`src/rtl/accumulator_reg.sv`:
```
// Accumulator register: loads i_mux on enabled rising edges, one-edge latency, no combinational input->output path.
// No backpressure: enable is a plain load strobe; synchronous active-high reset takes priority over enable.
module accumulator_reg #(
  parameter int E_BITS = 16
) (
  input  logic              i_clock,
  input  logic              i_reset,
  input  logic              enable,
  input  logic [E_BITS-1:0] i_mux,
  output logic [E_BITS-1:0] o_acc
);

  logic [E_BITS-1:0] acc_d;
  logic [E_BITS-1:0] acc_q;

  always_comb begin
    acc_d = acc_q;
    if (enable) begin
      acc_d = i_mux;
    end
  end

  // Reset is applied here so it overrides any load on the same edge.
  always_ff @(posedge i_clock) begin
    if (i_reset) begin
      acc_q <= '0;
    end else begin
      acc_q <= acc_d;
    end
  end

  assign o_acc = acc_q;

endmodule

```
`config.mk`:
```
export PLATFORM = sky130hd
export DESIGN_NAME = accumulator_reg
export DESIGN_NICKNAME = d
export VERILOG_FILES = /design/src/rtl/accumulator_reg.sv
export SDC_FILE = /design/constraint.sdc
export NUM_CORES = 1
export LEC_CHECK = 0
export BUFFER_PORTS_ARGS = -buffer_cell sky130_fd_sc_hd__clkbuf_2
export CAP_MARGIN = 20
export CORE_MARGIN = 8
export CORE_UTILIZATION = 40
export CTS_CLUSTER_DIAMETER = 60
export DETAILED_ROUTE_END_ITERATION = 16
export GPL_TIMING_DRIVEN = 0
export PLACE_DENSITY_LB_ADDON = 0.2
export SYNTH_ARGS = -nofsm -noshare
export SYNTH_HDL_FRONTEND = slang
export SYNTH_SLANG_ARGS = --single-unit
```
`constraint.sdc`:
```
create_clock -name i_clock -period 0.8 [get_ports i_clock]
set_input_delay 0.12 -clock i_clock [delete_from_list [all_inputs] [get_ports i_clock]]
set_output_delay 0.12 -clock i_clock [all_outputs]
set_load 0.02 [all_outputs]
```
==> flow_summary_export.csv, run 1 <==
group,metric,value,unit
global_route,gr-usage-all-layers,10.5,%
finish,drive_gt1_share,63.7,%
logic_synthesis,avgSynthCellArea,11.2,um2
setup_path,crit_fanout,2,
placed_design,place_area,759,um2
logic_synthesis,synth_warnings,0,
timing,tightest_slew,284,ps
timing,fin_ws,-65.3,ps
logic_synthesis,synthXorXnorAreaFrac,0,%
clocking,cts_tree,"yes",
die,ios,35,
global_route,grt_pass1_wl,2290,um
logic_synthesis,seq_area_frac_synth,55.2,%
hold_path,whs_path_depth,3,
global_route,antenna_found_initial,0,
timing,max_freq,1160,MHz
run_status,violations,"setup timing",
setup_path,worst_path_largest_cell_delay,360,ps
clocking,cts-root-buf,"clkbuf_4",
hold_path,hold_path_end,"o_acc[8]",
setup_path,required,680,ps
setup_path,crit_family,"flip-flops",
setup_path,r2r_start,"o_acc[10]",
logic_synthesis,synth_top_family_by_area,"multiplexers",
setup_path,path_class,"reg2out",
finish,final_nets,111,
timing,slew_viol_final,0,
clocking,clock_latency,270,ps
die,core_area,1330,um2
drt,firstDrtPassIters,4,
setup_path,critPathCaptureType,"primary output",
power,peakVddDrop,1130,uV
logic_synthesis,synth-simple-area-share,10.3,%
finish,final-seq-area,340,um2
drt,drc,0,
setup_path,r2r_setup_slack,10,ps
placed_design,numPortBuffers,32,
timing,finalClockSkew,0,ps
logic_synthesis,muxShareOfSynthArea,27.6,%
timing,rsz0062_at_grt,"yes",
clocking,htree_levels,1,
drt,wirelength,1480,um
logic_synthesis,synthCells,52,
drt,post_drt_wl_per_cell,14.0,um
power,p_leak,0.501,nW
global_route,grt_pass1_vias,516,
timing,final_hold_viol_count,0,
logic_synthesis,syn_nets,71,
setup_path,crit_path_start_kind,"flip-flop",
global_route,overflow,0,
clocking,clock_path_buffers,2,
clocking,numCtsBuffers,3,
logic_synthesis,synth-seq-cells,16,
finish,nFillCells,103,
placed_design,gp_congestion,0.626,
logic_synthesis,syn_area,581,um2
die,die_w,54.1,um
finish,multi_input_area,220,um2
timing,holdWs,74.3,ps
setup_path,timing.rr.end,"o_acc[10]",
setup_path,reg2regPathDepth,3,
setup_path,worst-path-buf-inv,1,
run_status,status,"finished with violations",
finish,fin_util,74.9,%
timing,fin_crit_sh,108,%
finish,syn_to_final_growth,72.0,%
drt,drt-initial-drc-count,3,
placed_design,hpwl,1050,um
setup_path,critical_path_arrival,750,ps
timing,finalSetupViolCount,16,
die,rows,13,
drt,met3_length,209,um
die,die_y,54.1,um
drt,wl_met2,689,um
timing,fin_crit,865,ps
drt,highest_layer,"met4",
drt,num_vias,495,
timing,timing.setup.tns,-914,ps
setup_path,crit_slowest_cell,"dfxtp_2",
clocking,clock_sinks,16,
finish,largest_register_ff_count,16,
global_route,grt_max_degree,11,
power,power_density,1790,nW/um2
finish,final_area,998,um2
flow_run,timing.max_cap.violations,0,
drt,wl_met1,569,um
logic_synthesis,synthAdderAreaFrac,0,%
logic_synthesis,synth_cell_types,7,
drt,ant_nets,0,
timing,slew_headroom,81.0,%
logic_synthesis,synth-compound-area-share,0,%
drt,via_per_inst,4.67,
finish,final_cell_mix,"16 x mux2i_1, 16 x nor2_1, 16 x clkbuf_2, 16 x dfxtp_2, 16 x buf_8",
setup_path,path_cells,"buf_8",
clocking,clkTransAtPathRegs,90,ps
die,start_util,43.5,%
hold_path,hold_path.startpoint,"i_mux[8]",
die,design.die.area,2930,um2
finish,antenna-diode-count,0,
hold_path,worstHoldPathType,"in2reg",
how the worst max path moves through the flow:
stage,to,start,slack [ps],cells after the start
after floorplan,o_acc[10],enable,100,4
after global placement,o_acc[14],i_reset,-20,3
after detailed placement,o_acc[5],i_reset,-40,3
after CTS,o_acc[2],o_acc[2],-90,1
after global routing,o_acc[9],o_acc[9],-100,1
final,o_acc[5],o_acc[5],-70,1
layout make-up:
cell class              instances  area share (%)
multi-input cells              32            22.1
plain buffers                   4            4.01
repair buffers                 35            34.3
flip-flops and latches         16            34.1
clock buffers                   4            3.63
well taps                      15            1.88
cell usage after synthesis:
| cell type | instances | area (um2) |
|---|---|---|
| mux2i_1 | 16 | 160 |
| buf_6 | 1 | 11.3 |
| buf_1 | 1 | 3.75 |
| nor2_1 | 16 | 60.1 |
| buf_2 | 1 | 5.00 |
| dfxtp_1 | 16 | 320 |
| buf_12 | 1 | 20.0 |
stage by stage:
stage / power [mW] / cells / setup slack (ps)
2_1_floorplan: 1.05 / 52 / 97.6
3_3_place_gp: 1.15 / 99 / -20.3
3_5_place_dp: 1.16 / 99 / -39.0
4_1_cts: 1.78 / 105 / -90.6
5_1_grt: 1.87 / 106 / -100
6_report: 1.78 / 106 / -65.3
kinds of logic after synthesis:
group,count (synthesis)
multiplexers,16
flip-flops,16
AND/OR/NAND/NOR,16
buffers and inverters,4
power breakdown:
group          total (mW)  switching (mW)  internal [mW]
clock network       0.518           0.241          0.276
registers           0.894          0.0403          0.854
logic               0.371           0.153          0.218
what timing repair did:
| item | 4_1_cts | 5_1_grt |
|---|---|---|
| resized for setup | 48 | 16 |
| cloned | 0 | 0 |
| setup endpoints to repair | 16 | 16 |
| hold buffers | 0 | 0 |
| setup buffers | 2 | 1 |
per-layer routing:
metal  vias to the layer above  track usage [%]
met2                        21             17.8
met3                         2             4.96
met1                       225             10.7
met5                         -                0
li1                        247                -
met4                         0             4.92
No activity file was read; power rests on OpenSTA's default activity.
==> run 2: changes to the inputs <==
- SETUP_SLACK_MARGIN: unset -> 0.4
==> run 2 against run 1 <==
Compared with the run above:
- the run still ends with setup timing left
- fmax down 2.5%
- critical path depth unchanged
- core utilization up 3.1 points
- worst setup slack worse by 22 ps
- design area up 4.1%
- routed wire length up 17%
- critical endpoint is now o_acc[11]
==> flow_summary_export.csv, run 2 (same netlist as run 1, synthesis figures left out) <==
group,metric,value,unit
setup_path,worst-path-buf-inv,1,
setup_path,r2r_start,"o_acc[15]",
clocking,holdBufCountCts,0,
setup_path,worst_path_largest_cell_delay,360,ps
drt,firstDrtPassIters,5,
global_route,grt_pass1_vias,562,
setup_path,cp-startpoint,"o_acc[11]",
finish,final_nets,110,
placed_design,hpwl,1190,um
die,start_util,43.5,%
clocking,clkTransAtPathRegs,90,ps
clocking,clock_latency,280,ps
timing,tightest_slew,291,ps
hold_path,worstHoldPathType,"in2reg",
setup_path,crit_family,"flip-flops",
placed_design,place_area,831,um2
setup_path,reg2regPathDepth,3,
finish,antenna-diode-count,0,
setup_path,critical_path_arrival,770,ps
die,design.die.area,2930,um2
finish,syn_to_final_growth,79.1,%
timing,slew_viol_final,0,
timing,rsz0062_at_grt,"yes",
timing,max_freq,1130,MHz
clocking,cts-root-buf,"clkbuf_4",
global_route,grt_max_degree,11,
power,p_leak,0.496,nW
global_route,antenna_found_initial,0,
hold_path,hold_path_end,"o_acc[9]",
global_route,gr-usage-all-layers,12.0,%
timing,finalClockSkew,0,ps
drt,wirelength,1730,um
power,peakVddDrop,1010,uV
hold_path,hold_path.startpoint,"i_mux[9]",
setup_path,timing.rr.end,"o_acc[15]",
clocking,htree_levels,1,
die,die_w,54.1,um
clocking,clock_sinks,16,
timing,fin_ws,-87.5,ps
placed_design,numPortBuffers,32,
timing,fin_crit,887,ps
hold_path,whs_path_depth,3,
timing,slew_headroom,80.6,%
setup_path,path_class,"reg2out",
clocking,clock_path_buffers,2,
clocking,cts_tree,"yes",
die,core_area,1330,um2
setup_path,crit_path_start_kind,"flip-flop",
drt,ant_nets,0,
timing,final_hold_viol_count,0,
finish,final_cell_mix,"16 x nor2_1, 16 x clkbuf_2, 16 x dfxtp_4, 16 x buf_8, 15 x mux2i_1",
setup_path,critPathCaptureType,"primary output",
placed_design,dpl_worst_slack,7.19,ps
flow_run,timing.max_cap.violations,0,
setup_path,required,680,ps
drt,via_per_inst,4.97,
drt,num_vias,517,
finish,largest_register_ff_count,16,
power,power_density,1600,nW/um2
die,ios,35,
drt,post_drt_wl_per_cell,16.7,um
run_status,status,"finished with violations",
drt,drt-initial-drc-count,8,
setup_path,crit_slowest_cell,"dfxtp_4",
setup_path,path_cells,"buf_8",
setup_path,crit_cells,1,
global_route,grt_pass1_wl,2490,um
die,die_y,54.1,um
power,fin_total_pwr,1.67,mW
finish,fin_util,78.0,%
placed_design,gp_congestion,0.632,
drt,drc,0,
finish,drive_gt1_share,64.0,%
setup_path,r2r_setup_slack,10,ps
global_route,overflow,0,
setup_path,crit_fanout,2,
timing,fin_crit_sh,111,%
run_status,violations,"setup timing",
finish,final_area,1040,um2
clocking,numCtsBuffers,3,
die,rows,13,
timing,finalSetupViolCount,16,
run 2: cell count changes in the layout (fill, tap and decap cells not counted):
cell | before | now
buf_4 | 3 | 1
dfxtp_2 | 16 | 0
mux2i_2 | 0 | 1
buf_6 | 1 | 2
dfxtp_4 | 0 | 16
buf_2 | 1 | 0
buf_12 | 1 | 2
mux2i_1 | 16 | 15
clkbuf_8 | 1 | 0
run 2: how the worst max path moves through the flow:
stage           endpoint  slack [ps]
5_1_grt        o_acc[15]        -120
4_1_cts        o_acc[11]        -110
3_3_place_gp    o_acc[6]          30
3_5_place_dp    o_acc[8]           7
2_1_floorplan  o_acc[10]         130
6_report       o_acc[11]         -90
run 2: report_power, final:
| group | leakage (nW) | switching [mW] | internal, mW |
|---|---|---|---|
| clock network | 0.0138 | 0.239 | 0.175 |
| registers | 0.143 | 0.0429 | 0.825 |
| logic | 0.340 | 0.159 | 0.228 |
run 2: cell type report:
| type | count | area [um2] |
|---|---|---|
| Buffer | 4 | 51.3 |
| Clock buffer | 3 | 22.5 |
| Fill cell | 87 | 294 |
| Multi-Input combinational cell | 32 | 224 |
| Sequential cell | 16 | 380 |
| Tap cell | 15 | 18.8 |
| Timing Repair Buffer | 34 | 343 |
run 2: repair_timing:
item	in CTS	in global routing
buffers inserted	0	2
resized for setup	32	19
setup endpoints to repair	32	32
pin swaps	0	6
run 2: per-stage QoR:
step,cells,setup TNS (ps),hold slack [ps]
6_report,104,-1330,75.2
3_5_place_dp,99,0,366
5_1_grt,104,-1890,67.0
4_1_cts,102,-1690,66.1
2_1_floorplan,52,0,266
3_3_place_gp,99,0,352
run 2: routing by layer:
layer	vias to the layer above	routed length [um]	GRT usage (%)
met5	-	0	0
met4	0	22	7.38
met3	5	99	3.86
met2	19	1030	23.6
met1	246	586	10.0
li1	247	-	-
==> run 3: changes to the inputs <==
- PLACE_DENSITY_LB_ADDON: 0.2 -> 0.08
==> run 3 against run 2 <==
Compared with the run above:
- the run still ends with setup timing left
- critical endpoint is now o_acc[3]
- sequential share of layout area is 0.81 points higher
- non-clock buffer count is 2 lower
- via count is 7.7% lower
- sequential power hardly changed
- critical path type unchanged
==> flow_summary_export.csv, run 3 (same netlist as run 1, synthesis figures left out) <==
group,metric,value,unit
timing,final_hold_viol_count,0,
setup_path,critical_path_arrival,760,ps
power,p_leak,0.489,nW
drt,wirelength,1560,um
clocking,cts-root-buf,"clkbuf_4",
die,die_y,54.1,um
setup_path,required,680,ps
finish,final-seq-area,380,um2
timing,slew_headroom,78.0,%
finish,finalNonFillerCells,103,
setup_path,crit_family,"flip-flops",
finish,largest_register_ff_count,16,
timing,fin_crit,881,ps
finish,antenna-diode-count,0,
setup_path,crit_path_start_kind,"flip-flop",
global_route,grt_pass1_vias,515,
setup_path,path_cells,"buf_8",
finish,nFillCells,88,
hold_path,worstHoldPathType,"in2reg",
die,design.die.area,2930,um2
drt,via_per_inst,4.63,
clocking,clock_path_buffers,2,
setup_path,path_class,"reg2out",
clocking,holdBufCountCts,0,
drt,firstDrtPassIters,2,
global_route,overflow,0,
timing,fin_crit_sh,110,%
setup_path,crit_fanout,2,
die,core_area,1330,um2
drt,drc,0,
finish,multi_input_area,220,um2
clocking,clkTransAtPathRegs,90,ps
clocking,htree_levels,1,
global_route,grt_pass1_wl,2190,um
flow_run,timing.max_cap.violations,0,
global_route,use_met2,18.9,%
placed_design,place_area,831,um2
drt,drt-initial-drc-count,1,
clocking,cts_tree,"yes",
timing,fin_ws,-81.2,ps
setup_path,worst_path_largest_cell_delay,360,ps
setup_path,critPathCaptureType,"primary output",
die,ios,35,
global_route,gr-usage-all-layers,10.4,%
drt,ant_nets,0,
placed_design,gp_congestion,0.611,
clocking,clock_latency,270,ps
setup_path,crit_slowest_cell,"dfxtp_4",
global_route,busiest_layer,"met2",
timing,tightest_slew,329,ps
finish,syn_to_final_growth,75.2,%
global_route,grt_max_degree,11,
timing,slew_viol_final,0,
clocking,numCtsBuffers,3,
clocking,cts_setup_buffers,0,
finish,final_area,1020,um2
die,rows,13,
placed_design,hpwl,1130,um
timing,rsz0062_at_grt,"yes",
global_route,grt.met1_usage,10.5,%
timing,finalClockSkew,0,ps
die,start_util,43.5,%
run_status,status,"finished with violations",
timing,max_freq,1130,MHz
global_route,use_met3,3.58,%
die,die_w,54.1,um
global_route,antenna_found_initial,0,
drt,num_vias,477,
placed_design,post-place-cells,99,
drt,post_drt_wl_per_cell,15.1,um
power,power_density,1620,nW/um2
finish,final_cell_mix,"16 x mux2i_1, 16 x nor2_1, 16 x clkbuf_2, 16 x dfxtp_4, 16 x buf_8",
finish,drive_gt1_share,61.4,%
run_status,violations,"setup timing",
timing,finalSetupViolCount,16,
setup_path,worst-path-buf-inv,1,
placed_design,numPortBuffers,32,
finish,final_nets,108,
clocking,clock_sinks,16,
power,peakVddDrop,1320,uV
-- run 3: stage by stage --
step                setup TNS (ps)  util [%]  setup WS [ps]  hold WS [ps]  total power, mW
CTS                          -1610      74.8           -104          68.2             1.64
floorplan                        0         -            127           266             1.04
finish                       -1190      76.3          -81.2          75.7             1.65
global route                 -1700      76.3           -118          75.8             1.73
detailed placement           -2.06      62.3          -2.06           365             1.15
global placement                 0      62.3           37.2           352             1.14
-- run 3: final timing paths --
kind	startpoint	end	slack, ps	cells after the start
max	o_acc[3]	o_acc[3]	-80	1
min	i_mux[3]	o_acc[3]	80	3
max reg2reg	o_acc[15]	o_acc[15]	130	2
min reg2reg	o_acc[2]	o_acc[2]	520	2
-- run 3: worst min-delay path: stages --
cell	delay [ps]
clkbuf_2	80
mux2i_1	50
nor2_1	70
-- run 3: per-layer routing --
metal,up-vias,wire (um)
met1,216,577
met5,-,0
met4,0,9
met2,18,846
li1,241,-
met3,2,123
-- run 3: cell type report --
| class | instances | share of cell area [%] |
|---|---|---|
| flip-flops and latches | 16 | 37.4 |
| repair buffers | 32 | 31.5 |
| plain buffers | 4 | 5.04 |
| clock buffers | 3 | 2.21 |
| clock inverters | 1 | 0.369 |
| multi-input cells | 32 | 21.6 |
| well taps | 15 | 1.85 |
-- run 3: what timing repair did --
item / 4_1_cts / 5_1_grt
pin swaps: 0 / 1
endpoints found under the setup margin: 32 / 32
resized for setup: 32 / 16
-- run 3: report_power, final --
part	switching [mW]	internal, mW
registers	0.0418	0.825
logic	0.152	0.216
clock network	0.233	0.181
total	0.427	1.22
